`src/rtl/set_pkg.sv`:
```
// Shared types and widths for the circle-set job dispatcher.
package set_pkg;

    localparam int COORD_W   = 4;
    localparam int CNT_W     = 8;
    localparam int CENTRAL_W = 6 * COORD_W;   // {x1,y1,x2,y2,x3,y3}
    localparam int RADIUS_W  = 3 * COORD_W;   // {r1,r2,r3}

    // Region selector understood by the counting engine; forwarded untouched.
    typedef enum logic [1:0] {
        MODE_C1  = 2'b00,   // inside C1
        MODE_AND = 2'b01,   // inside C1 and C2
        MODE_XOR = 2'b10,   // inside exactly one of C1, C2
        MODE_TWO = 2'b11    // inside exactly two of C1..C3
    } mode_e;

    // Operands of one counting job; the user tag travels beside it because
    // its width is a parameter of the dispatcher.
    typedef struct packed {
        logic [CENTRAL_W-1:0] central;
        logic [RADIUS_W-1:0]  radius;
        mode_e                mode;
    } job_op_t;

    typedef enum logic [2:0] {
        ST_IDLE,
        ST_ISSUE,
        ST_WAIT_BUSY,
        ST_RUN,
        ST_RESULT,
        ST_DRAIN
    } state_e;

endpackage

```
`src/rtl/set_job_fifo.sv`:
```
// Synchronous FIFO holding pending jobs; push and pop may share a cycle.
module set_job_fifo
    import set_pkg::*;
#(
    parameter int DEPTH = 4,
    parameter int W     = 8
) (
    input  logic         clk,
    input  logic         rst_n,
    input  logic         push,
    input  logic [W-1:0] wdata,
    input  logic         pop,
    output logic [W-1:0] rdata,
    output logic         full,
    output logic         empty
);

    localparam int AW = $clog2(DEPTH);
    localparam logic [AW:0] CNT_FULL = (AW + 1)'(DEPTH);

    logic [W-1:0]  mem_q [DEPTH];
    logic [AW-1:0] wr_ptr_q, wr_ptr_d;
    logic [AW-1:0] rd_ptr_q, rd_ptr_d;
    logic [AW:0]   count_q, count_d;
    logic          do_push, do_pop;

    // Occupancy flags and next pointer/count values.
    // NOTE: every variable gets a default at the top of an always_comb so no path can infer a latch.
    always_comb begin
        full     = (count_q == CNT_FULL);
        empty    = (count_q == '0);
        do_push  = push && !full;
        do_pop   = pop && !empty;
        wr_ptr_d = wr_ptr_q;
        rd_ptr_d = rd_ptr_q;
        count_d  = count_q;
        if (do_push) begin
            wr_ptr_d = wr_ptr_q + AW'(1);
        end
        if (do_pop) begin
            rd_ptr_d = rd_ptr_q + AW'(1);
        end
        count_d = count_q + (AW + 1)'(do_push) - (AW + 1)'(do_pop);
    end

    assign rdata = mem_q[rd_ptr_q];

    // Pointer and occupancy registers.
    // NOTE: state flops use non-blocking assignments so every flop samples pre-edge values.
    always_ff @(posedge clk or negedge rst_n) begin
        if (!rst_n) begin
            wr_ptr_q <= '0;
            rd_ptr_q <= '0;
            count_q  <= '0;
        end else begin
            wr_ptr_q <= wr_ptr_d;
            rd_ptr_q <= rd_ptr_d;
            count_q  <= count_d;
        end
    end

    // Entry storage.
    // NOTE: storage is not reset; the pointers alone decide which entries are live.
    always_ff @(posedge clk) begin
        if (do_push) begin
            mem_q[wr_ptr_q] <= wdata;
        end
    end

endmodule

```
`src/rtl/set_job_dispatcher.sv`:
```
// Queues counting jobs and drives them one at a time into the circle-set
// engine, returning each count (or a watchdog error) with its tag.
module set_job_dispatcher
    import set_pkg::*;
#(
    parameter int DEPTH   = 4,
    parameter int TAG_W   = 4,
    parameter int TIMEOUT = 128
) (
    input  logic                 clk,
    input  logic                 rst_n,
    input  logic                 job_valid,
    output logic                 job_ready,
    input  logic [CENTRAL_W-1:0] job_central,
    input  logic [RADIUS_W-1:0]  job_radius,
    input  logic [1:0]           job_mode,
    input  logic [TAG_W-1:0]     job_tag,
    output logic                 en,
    output logic [CENTRAL_W-1:0] central,
    output logic [RADIUS_W-1:0]  radius,
    output logic [1:0]           mode,
    input  logic                 busy,
    input  logic                 valid,
    input  logic [CNT_W-1:0]     candidate,
    output logic                 res_valid,
    input  logic                 res_ready,
    output logic [CNT_W-1:0]     res_count,
    output logic [TAG_W-1:0]     res_tag,
    output logic                 res_err,
    output logic [7:0]           jobs_done
);

    localparam int OP_W = $bits(job_op_t);
    localparam int FW   = TAG_W + OP_W;
    localparam int WD_W = $clog2(TIMEOUT + 1);
    localparam logic [WD_W-1:0] WD_LAST = WD_W'(TIMEOUT - 1);

    logic [FW-1:0]    fifo_wdata, fifo_rdata;
    logic             fifo_full, fifo_empty, fifo_pop;
    job_op_t          rd_op;
    logic [TAG_W-1:0] rd_tag;

    state_e           state_q, state_d;
    job_op_t          op_q, op_d;
    logic [TAG_W-1:0] tag_q, tag_d;
    logic [CNT_W-1:0] res_count_q, res_count_d;
    logic [TAG_W-1:0] res_tag_q, res_tag_d;
    logic             res_err_q, res_err_d;
    logic [7:0]       jobs_done_q, jobs_done_d;
    logic [WD_W-1:0]  wdog_q, wdog_d;

    assign fifo_wdata = {job_tag, job_central, job_radius, job_mode};
    assign rd_op      = job_op_t'(fifo_rdata[OP_W-1:0]);
    assign rd_tag     = fifo_rdata[FW-1 -: TAG_W];

    set_job_fifo #(
        .DEPTH (DEPTH),
        .W     (FW)
    ) u_fifo (
        .clk   (clk),
        .rst_n (rst_n),
        .push  (job_valid),
        .wdata (fifo_wdata),
        .pop   (fifo_pop),
        .rdata (fifo_rdata),
        .full  (fifo_full),
        .empty (fifo_empty)
    );

    // Ready depends on current occupancy only, so a full FIFO refuses a job
    // even in the cycle it is being popped.
    assign job_ready = !fifo_full;

    // Operands come straight from the job register, which only changes on a
    // pop in IDLE, so the engine sees stable values for the whole scan.
    assign central   = op_q.central;
    assign radius    = op_q.radius;
    assign mode      = op_q.mode;
    assign res_count = res_count_q;
    assign res_tag   = res_tag_q;
    assign res_err   = res_err_q;
    assign jobs_done = jobs_done_q;

    // Job sequencing: issue, wait for the engine or the watchdog, hand off
    // the result, then let the engine finish before the next job.
    always_comb begin
        state_d     = state_q;
        op_d        = op_q;
        tag_d       = tag_q;
        res_count_d = res_count_q;
        res_tag_d   = res_tag_q;
        res_err_d   = res_err_q;
        jobs_done_d = jobs_done_q;
        wdog_d      = wdog_q;
        fifo_pop    = 1'b0;
        en          = 1'b0;
        res_valid   = 1'b0;
        case (state_q)
            ST_IDLE: begin
                if (!fifo_empty && !busy) begin
                    fifo_pop = 1'b1;
                    op_d     = rd_op;
                    tag_d    = rd_tag;
                    state_d  = ST_ISSUE;
                end
            end
            ST_ISSUE: begin
                en      = 1'b1;
                wdog_d  = '0;
                state_d = ST_WAIT_BUSY;
            end
            ST_WAIT_BUSY, ST_RUN: begin
                wdog_d = wdog_q + WD_W'(1);
                // A real result wins over a watchdog expiring in the same cycle.
                if (valid) begin
                    res_count_d = candidate;
                    res_err_d   = 1'b0;
                    res_tag_d   = tag_q;
                    state_d     = ST_RESULT;
                end else if (wdog_q == WD_LAST) begin
                    res_count_d = '0;
                    res_err_d   = 1'b1;
                    res_tag_d   = tag_q;
                    state_d     = ST_RESULT;
                end else if (state_q == ST_WAIT_BUSY && busy) begin
                    state_d = ST_RUN;
                end
            end
            ST_RESULT: begin
                res_valid = 1'b1;
                if (res_ready) begin
                    jobs_done_d = jobs_done_q + 8'd1;
                    state_d     = ST_DRAIN;
                end
            end
            ST_DRAIN: begin
                // A timed-out engine may still be scanning; wait it out.
                if (!busy) begin
                    state_d = ST_IDLE;
                end
            end
            default: begin
                state_d = ST_IDLE;
            end
        endcase
    end

    // Sequencer, operand, result and counter registers.
    always_ff @(posedge clk or negedge rst_n) begin
        if (!rst_n) begin
            state_q     <= ST_IDLE;
            op_q        <= '0;
            tag_q       <= '0;
            res_count_q <= '0;
            res_tag_q   <= '0;
            res_err_q   <= 1'b0;
            jobs_done_q <= '0;
            wdog_q      <= '0;
        end else begin
            state_q     <= state_d;
            op_q        <= op_d;
            tag_q       <= tag_d;
            res_count_q <= res_count_d;
            res_tag_q   <= res_tag_d;
            res_err_q   <= res_err_d;
            jobs_done_q <= jobs_done_d;
            wdog_q      <= wdog_d;
        end
    end

endmodule
```
`config.mk`:
```
export PLATFORM = sky130hd
export DESIGN_NAME = set_job_dispatcher
export DESIGN_NICKNAME = d
export VERILOG_FILES = /design/src/rtl/set_pkg.sv /design/src/rtl/set_job_fifo.sv /design/src/rtl/set_job_dispatcher.sv
export SDC_FILE = /design/constraint.sdc
export NUM_CORES = 1
export LEC_CHECK = 0
export CAP_MARGIN = 5
export CORE_ASPECT_RATIO = 0.7
export CORE_MARGIN = 5
export CORE_UTILIZATION = 45
export CTS_BUF_LIST = sky130_fd_sc_hd__clkbuf_8
export DETAILED_ROUTE_END_ITERATION = 8
export PLACE_DENSITY = 0.69
export SLEW_MARGIN = 20
export SYNTH_ARGS = -nofsm -noshare
export SYNTH_HDL_FRONTEND = slang
export SYNTH_SLANG_ARGS = --single-unit
```
`constraint.sdc`:
```
create_clock -name clk -period 2.65 [get_ports clk]
set_input_delay 0.795 -clock clk [delete_from_list [all_inputs] [get_ports clk]]
set_output_delay 0.795 -clock clk [all_outputs]
set_load 0.005 [all_outputs]
```
# ---- After elaboration in Yosys (flattened, before gate mapping)
# Memories as Yosys holds them, arrays and structs flattened. A register that Yosys moved wholly into a read port is not among the register bits.
# Index checks and enable logic that the tools add are counted.
dict set report word_totals {
  reg_bits 39
  ramBits 168
  n_memories 1
}
# memory depth word_bits read_ports rd_clocked_by_memory_dff write_ports line_no
set memory_table {}
lappend memory_table {u_fifo.mem_q 4 42 1 1 1 set_job_fifo.sv:21} ;# logic [W-1:0] mem_q [DEPTH];
dict set report op_classes {
  add_sub_neg 6
  n_eq_ne 11
  muxes 20
  reduce_logical 17
}
# op n
set ops {}
lappend ops {{$mux W3} 6}
lappend ops {{$add A8 B1 Y8 const B} 2}
lappend ops {{$mux W8} 2}
lappend ops {{$pmux W8 S2} 1}
lappend ops {{$pmux W3 S5} 1}
lappend ops {{$eq A3 B3 Y1 const B} 3}
lappend ops {{$eq A8 B7 Y1 const B} 1}
lappend ops {{$mux W1} 8}
lappend ops {{$mux W4} 2}
lappend ops {{$eq A3 B2 Y1 const B} 2}
lappend ops {{$logic_not A3 Y1} 2}
lappend ops {{$ne A2 B2 Y1 const B} 3}
lappend ops {{$reduce_and A2 Y1} 3}
lappend ops {{$add A2 B1 Y2 const B} 2}
lappend ops {{$logic_and A1 B1 Y1} 4}
lappend ops {{$logic_not A1 Y1} 4}
lappend ops {{$ne A4 B4 Y1 const B} 1}
lappend ops {{$reduce_and A4 Y1} 1}
lappend ops {{$reduce_bool A2 Y1} 2}
lappend ops {{$add A3 B1 Y3} 1}
lappend ops {{$eq A3 B1 Y1 const B} 1}
lappend ops {{$sub A3 B1 Y3} 1}
lappend ops {{$reduce_or A2 Y1} 1}

# ---- Logic depth before layout (Yosys ltp)
# Gate-level depths: netlist (run 1).
dict set report logic_depth {
  depth_word 7
  depth_mapped 12
  mapped_depth_nobuf 10
}

# ---- By module
# From an unflattened synthesis (run 1), not the netlist that was laid out.
dict set report hier_totals {
  cells_unflattened 475
  area_unflattened_um2 9596.7
}
# mod n_inst cells_per_inst area_per_inst_um2
set by_module_without_submodules {}
lappend by_module_without_submodules {set_job_fifo 1 261 6591.3}
lappend by_module_without_submodules {set_job_dispatcher 1 214 3005.4}

# ---- Worst setup path after synthesis (run 1)
# Ideal clock, no wire load.
dict set report synth_path {
  kind {input to register}
  start {input port busy}
  end {register u_fifo.count_q[2]}
  setup_time_ns 0.125
  arrival_time_ns 2.719
  required_ns 2.525
  path_slack_ns -0.194
  cell_stages 11
  path_buffers 2
  path_cell_list {or4b_1 > buf_6 > buf_8 > inv_1 > ha_1 > inv_1 > ha_1 > inv_1 > fa_1 > xnor2_1 > xnor2_1}
}
dict set report synth_via {
  elab_chain_cells 6
}
# element line_no
set synth_rtl {}
lappend synth_rtl {{from (decl)} set_job_dispatcher.sv:22} ;# input logic busy,
lappend synth_rtl {{$logic_not A1 Y1} n/a}
lappend synth_rtl {{$logic_and A1 B1 Y1} set_job_dispatcher.sv:100} ;# if (!fifo_empty && !busy) begin
lappend synth_rtl {{$mux W1} set_job_dispatcher.sv:100}
lappend synth_rtl {{$mux W1} set_job_dispatcher.sv:98} ;# case (state_q)
lappend synth_rtl {{$logic_and A1 B1 Y1} set_job_fifo.sv:33} ;# do_pop = pop && !empty;
lappend synth_rtl {{net u_fifo.do_pop} set_job_fifo.sv:25} ;# logic do_push, do_pop;
lappend synth_rtl {{$sub A3 B1 Y3} set_job_fifo.sv:43} ;# count_d = count_q + (AW + 1)'(do_push) - (AW + 1)'(do_pop);
lappend synth_rtl {{net u_fifo.count_d[2]} set_job_fifo.sv:24} ;# logic [AW:0] count_q, count_d;
lappend synth_rtl {{to (signal assigned)} set_job_fifo.sv:58} ;# count_q <= count_d;
lappend synth_rtl {{to (decl)} set_job_fifo.sv:24}
# The timed path passes the listed nets, and every way through them passes these cells.
# A chain may end at the register's enable or synchronous reset.

# ---- Worst setup path in the final report (run 1)
# Ends and elaborated chain as after synthesis.

==> results of run 1 <==
-- sequential cells by signal, indices dropped and copies added, names as in the netlist, 2 cells and up --
| register | flops |
|---|---|
| mode | 2 |
| state_q | 3 |
| central | 24 |
| u_fifo.mem_q | 168 |
| jobs_done | 8 |
| res_count | 8 |
| radius | 12 |
| u_fifo.rd_ptr_q | 2 |
| u_fifo.count_q | 3 |
| u_fifo.wr_ptr_q | 2 |
| res_tag | 4 |
| tag_q | 4 |
| wdog_q | 8 |
-- kinds of logic after synthesis --
| family | after synthesis | synth area share |
|---|---|---|
| adder cells (fa/ha/maj) | 9 | 0.01249 |
| buffers and inverters | 29 | 0.01912 |
| flip-flops | 249 | 0.7352 |
| XOR/XNOR | 12 | 0.01093 |
| multiplexers | 92 | 0.1712 |
| AND/OR/NAND/NOR | 49 | 0.02719 |
| AO/OA/AOI/OAI | 28 | 0.02393 |
-- synthesized netlist by cell type (all sizes together) (2+ instances only) --
cell	number
or2	2
clkbuf	8
ha	8
mux2	49
and2	2
inv	10
o211ai	2
nand3	6
o21ai	3
and3	6
edfxtp	168
a21oi	2
dfrtp	81
xor2	3
buf	11
mux4	42
nor3	2
xnor2	9
nand2	15
nor2	7
o31ai	2
or4b	2
a22o	13
-- timing repair --
item | 4_1_cts | 5_1_grt
setup endpoints to repair | 2 | 2
resized for setup | 4 | 3
endpoints found under the hold margin | 0 | 0
buffers inserted | 1 | 1
-- worst paths after layout --
| kind | startpoint | endpoint | slack, ns | depth (start not counted) |
|---|---|---|---|---|
| setup / recovery | busy | u_fifo.count_q[2] | 0.06 | 10 |
| hold / removal | rst_n | radius[9] | 0.28 | 1 |
| setup reg to reg | state_q[0] | u_fifo.count_q[2] | 0.34 | 10 |
| hold reg to reg | jobs_done[7] | jobs_done[7] | 0.47 | 1 |
| max in group asynchronous | rst_n | tag_q[3] | 1.62 | 2 |
| min in group clk | jobs_done[7] | jobs_done[7] | 0.47 | 1 |
-- metal layers --
metal / vias up / global-route usage
met1: 2510 / 0.2132
met4: 0 / 0.04156
met2: 140 / 0.2411
li1: 2170 / -
met5: - / 0
met3: 28 / 0.04854
-- area by class of cell --
class                           instances  area [um^2]
Clock inverter                         28        120.1
Clock buffer                           44        605.6
Multi-Input combinational cell        190         2424
Antenna cell                            1        2.502
Fill cell                            1567         8879
Inverter                               10        40.04
Tap cell                              276        345.3
Timing Repair Buffer                  137         1370
Sequential cell                       249         7079
-- report_power, final --
group	internal, uW	leakage (uW)	switching (uW)
sequential	5310	0.00252	701
combinational	2610	0.00162	1580
clock	1530	0.000421	1430
total	9450	0.00457	3710
-- critical path, delay by kind of cell --
kind                     cells  cell delay, ns
buffers and inverters        4            0.66
adder cells (fa/ha/maj)      3            0.66
AND/OR/NAND/NOR              1            0.59
XOR/XNOR                     2            0.27
-- per-stage QoR --
| step | TNS [ns] | setup WS [ns] |
|---|---|---|
| floorplan | -0.2106 | -0.1488 |
| global placement | -8.397 | -0.4089 |
| detailed placement | -9.387 | -0.4684 |
| CTS | 0 | 0.004445 |
| global route | 0 | 0.03192 |
| finish | 0 | 0.05793 |
==> results.cfg, run 1 <==
[status]
status = complete, no violations

[placement]
place.gp.congestion = 0.7665
port_buffers = 117
numPlacedInstances = 860
dp_hpwl_um = 11440
placed_area_um2 = 11220

[global_routing]
grt_pass1_vias = 5424
antenna_found_initial = 0
grt_pass1_wl_um = 29690
track_usage = 0.1546
grt_overflow_total = 0
grt_max_degree = 45

[pwr]
power_uw = 13160
ir_drop_v = 0.0005854
total_leakage_power_uw = 0.004566
cellPowerDensity_nw_per_um2 = 1098

[route]
drt_wl_total_um = 18620
highest_layer = met4
first_iter_violations = 234
dr_total_vias = 4848
via_per_inst = 5.185
wl_met3_um = 1253
wl_per_cell_um = 19.92
firstDrtPassIters = 4
routed-wl-met2_um = 8598
wl_met1_um = 8475
ant_nets = 0
drcViolationCount = 0

[cells_and_area]
nets = 693
fin_cells = 935
drive_above_1_share = 0.2796
syn_to_final_growth_pct = 24.61
post-route-util = 0.5745
layout_common_cells = edfxtp_1 (168), clkdlybuf4s50_1 (114), dfrtp_1 (77)
final_common_cell = edfxtp_1
fin_area_um2 = 11990

[logic_synthesis]
synth_top_flop_cell = edfxtp_1
synth_seq_cells = 249
synthCells = 468
synth_nets = 533
synth_area_leader_cell = edfxtp_1
synth.area.top_cells = edfxtp_1 (52%), dfrtp_1 (21%), mux4_2 (9.8%)
syn_area_per_cell_um2 = 20.55
async_flop_share = 0.3253
ys_types = 47
synth_area_um2 = 9619
yosysSeqAreaShare = 0.7352
synth_edf_count = 168
ys_warn_count = 0
synth_top_area_frac = 0.5245

[cts]
clkSinkCount = 249
htreeDepth = 2
clockRootBuffer = clkbuf_8
clk_latency_ns = 0.53
clockBufferDepth = 3
cts.clk_slew.worst_paths_ns = 0.05
cts_tree = built
ctsHoldBuffers = 0
cts_buffers = 40

[die]
rows = 44
start_util = 0.4610
die_area_um2 = 24450
pin_count = 118
die-width_um = 184.8
core_region_area_um2 = 20870
die_h_um = 132.3

[timing]
whs_ns = 0.2813
fin_crit_sh = 0.9781
slew-limit-headroom = 0.4221
period_needed_ns = 2.592
setup_violations = 0
finClkSkew_ns = 0.02400
worstMarginPinSlew_ns = 0.8668
finalMaxSlewViolations = 0
hold_viol = 0
fmax_mhz = 385.8
grt_setup_unrepaired = no

[critical_path]
cp_slowest_cell = or4b_4
max_stage_delay_ns = 0.59
arrival_ns = 2.99
cp-start-kind = input pin
worst-setup-path-type = in -> reg
cp_cell_sequence = clkdlybuf4s50_1, or4b_4, inv_4, ha_4, inv_2, ha_4, inv_2, fa_2, xnor2_2, xnor2_1
endpoint_kind = flop
cp_max_fo = 5
cp.required_ns = 3.05

[worst_hold_path]
hp-class = in -> async

[run]
maxCapViolCount = 0
Power figures use the tool's default switching activity.
==> run 2, diff against run 1 <==
--- a/config.mk
+++ b/config.mk
@@ -7,7 +7,7 @@
 export LEC_CHECK = 0
 export CAP_MARGIN = 5
 export CORE_ASPECT_RATIO = 0.7
-export CORE_MARGIN = 5
+export CORE_MARGIN = 8
 export CORE_UTILIZATION = 45
 export CTS_BUF_LIST = sky130_fd_sc_hd__clkbuf_8
 export DETAILED_ROUTE_END_ITERATION = 8
==> run 2 against run 1 <==
Against the previous run:
- flip-flop and latch count is the same
- register-to-register slack about the same
- non-clock buffer count fell by 3
- sequential share of layout area fell by 0.25 points
- clock power rose by 5%
- maximum frequency increased by 0.42%
- clock skew hardly changed
- largest power group unchanged
- setup slack better by 0.011 ns
- critical path type unchanged
- final area rose by 0.45%
- largest cell class unchanged
- sequential power about the same
- core utilization increased by 0.26 points
==> results.cfg, run 2 (same netlist as run 1, synthesis figures left out) <==
[placement]
placed_area_um2 = 11250
port_buffers = 117
place.gp.congestion = 0.7875
pre_cts_slack_ns = -0.4585
dp_hpwl_um = 11730

[critical_path]
cp_slowest_cell = or4b_4
startpoint = busy
reg2reg_to = u_fifo.count_q[2]
cp-start-kind = input pin
max_stage_delay_ns = 0.59
reg2reg_from = state_q[0]
arrival_ns = 2.98
cp_cell_sequence = clkdlybuf4s50_1, or4b_4, inv_4, ha_4, inv_2, ha_4, inv_2, fa_2, xnor2_2, xnor2_1
cp-endpoint = u_fifo.count_q[2]
r2r_slack_ns = 0.33
r2r.worst_path.cells = 10
cp.required_ns = 3.05
cp_max_fo = 5
worst-setup-path-type = in -> reg
endpoint_kind = flop

[timing]
setup_violations = 0
whs_ns = 0.2426
finalMaxSlewViolations = 0
slew-limit-headroom = 0.3921
hold_viol = 0
fin_crit_sh = 0.9741
period_needed_ns = 2.581
finClkSkew_ns = 0.02407
setup_ws_ns = 0.06868
fmax_mhz = 387.4
setup_tns_ns = 0
worstMarginPinSlew_ns = 0.9118
grt_setup_unrepaired = no

[route]
first_iter_violations = 319
ant_nets = 0
drt_wl_total_um = 18790
via_per_inst = 5.166
firstDrtPassIters = 4
wl_per_cell_um = 20.19
drcViolationCount = 0
dr_total_vias = 4810

[die]
start_util = 0.4610
die_h_um = 138.3
pin_count = 118
core_region_area_um2 = 20870
die-width_um = 190.8
rows = 44
die_area_um2 = 26390

[global_routing]
grt_max_degree = 45
antenna_found_initial = 1
grt_overflow_total = 0
track_usage = 0.1440
grt_pass1_vias = 5287
grt_pass1_wl_um = 29860

[cells_and_area]
layout_common_cells = edfxtp_1 (168), clkdlybuf4s50_1 (115), dfrtp_1 (76)
drive_above_1_share = 0.2844
ff_latch_area_um2 = 7081
largest_reg_flops = 168
fill_cells = 1542
multi_input_area_um2 = 2424
largest-register = u_fifo.mem_q
fin_area_um2 = 12040
post-route-util = 0.5771
final_common_cell = edfxtp_1
syn_to_final_growth_pct = 25.17
nets = 689

[cts]
clockRootBuffer = clkbuf_8
htreeDepth = 2
ctsHoldBuffers = 0
clk_latency_ns = 0.53
clockBufferDepth = 3
cts.clk_slew.worst_paths_ns = 0.06
clkSinkCount = 249
cts_tree = built
cts_buffers = 39

[pwr]
ir_drop_v = 0.0005507
cellPowerDensity_nw_per_um2 = 1106
total_leakage_power_uw = 0.004549

[worst_hold_path]
hp-class = in -> async

[status]
status = complete, no violations

[run]
maxCapViolCount = 0
==> run 2: report_power, final <==
group,switching [uW],leakage [uW],internal [uW]
registers,692,0.00252,5310
logic,1570,0.00160,2620
clock network,1420,0.000428,1700
==> run 2: what timing repair did <==
action	4_1_cts	5_1_grt
gates resized for setup	3	4
cloned	0	0
setup endpoints to repair	1	3
pin swaps	0	0
setup buffers	0	0
==> run 2: how the worst min path moves through the flow <==
| stage | cells past startpoint | slack [ns] | to |
|---|---|---|---|
| after CTS | 1 | 0.23 | central[6] |
| after detailed placement | 1 | 0.47 | jobs_done[7] |
| after global routing | 1 | 0.25 | central[6] |
| final | 1 | 0.24 | central[6] |
| after floorplan | 1 | 0.47 | jobs_done[7] |
| after global placement | 1 | 0.46 | jobs_done[7] |
==> run 2: cell type report <==
class | count | share of cell area
inverters | 10 | 0.003325
clock buffers | 43 | 0.04915
clock inverters | 28 | 0.01444
flip-flops and latches | 249 | 0.5881
well taps | 276 | 0.02868
diodes | 1 | 0.0002078
multi-input cells | 190 | 0.2013
repair buffers | 134 | 0.1148
==> run 2: critical path, delay by kind of cell <==
kind / cells / cell delay (ns)
XOR/XNOR: 2 / 0.27
adder cells (fa/ha/maj): 3 / 0.67
AND/OR/NAND/NOR: 1 / 0.59
buffers and inverters: 4 / 0.65
==> run 2: per-stage QoR <==
stage / cells / total power, uW
floorplan: 468 / 8491
global placement: 859 / 10210
detailed placement: 859 / 10350
CTS: 930 / 13540
global route: 930 / 14080
finish: 931 / 13320
==> run 2: layer usage <==
layer | track usage | vias up | wire (um)
li1 | - | 2160 | -
met1 | 0.1965 | 2479 | 8532
met2 | 0.2180 | 141 | 8548
met3 | 0.04849 | 30 | 1440
met4 | 0.03827 | 0 | 270
met5 | 0 | - | 0
==> run 3, diff against run 2 <==
--- a/config.mk
+++ b/config.mk
@@ -5,6 +5,7 @@
 export SDC_FILE = /design/constraint.sdc
 export NUM_CORES = 1
 export LEC_CHECK = 0
+export ABC_CLOCK_PERIOD_IN_PS = 2650
 export CAP_MARGIN = 5
 export CORE_ASPECT_RATIO = 0.7
 export CORE_MARGIN = 8
==> results of run 3 <==
Final layout, timing and power as in run 2 (identical DEF).
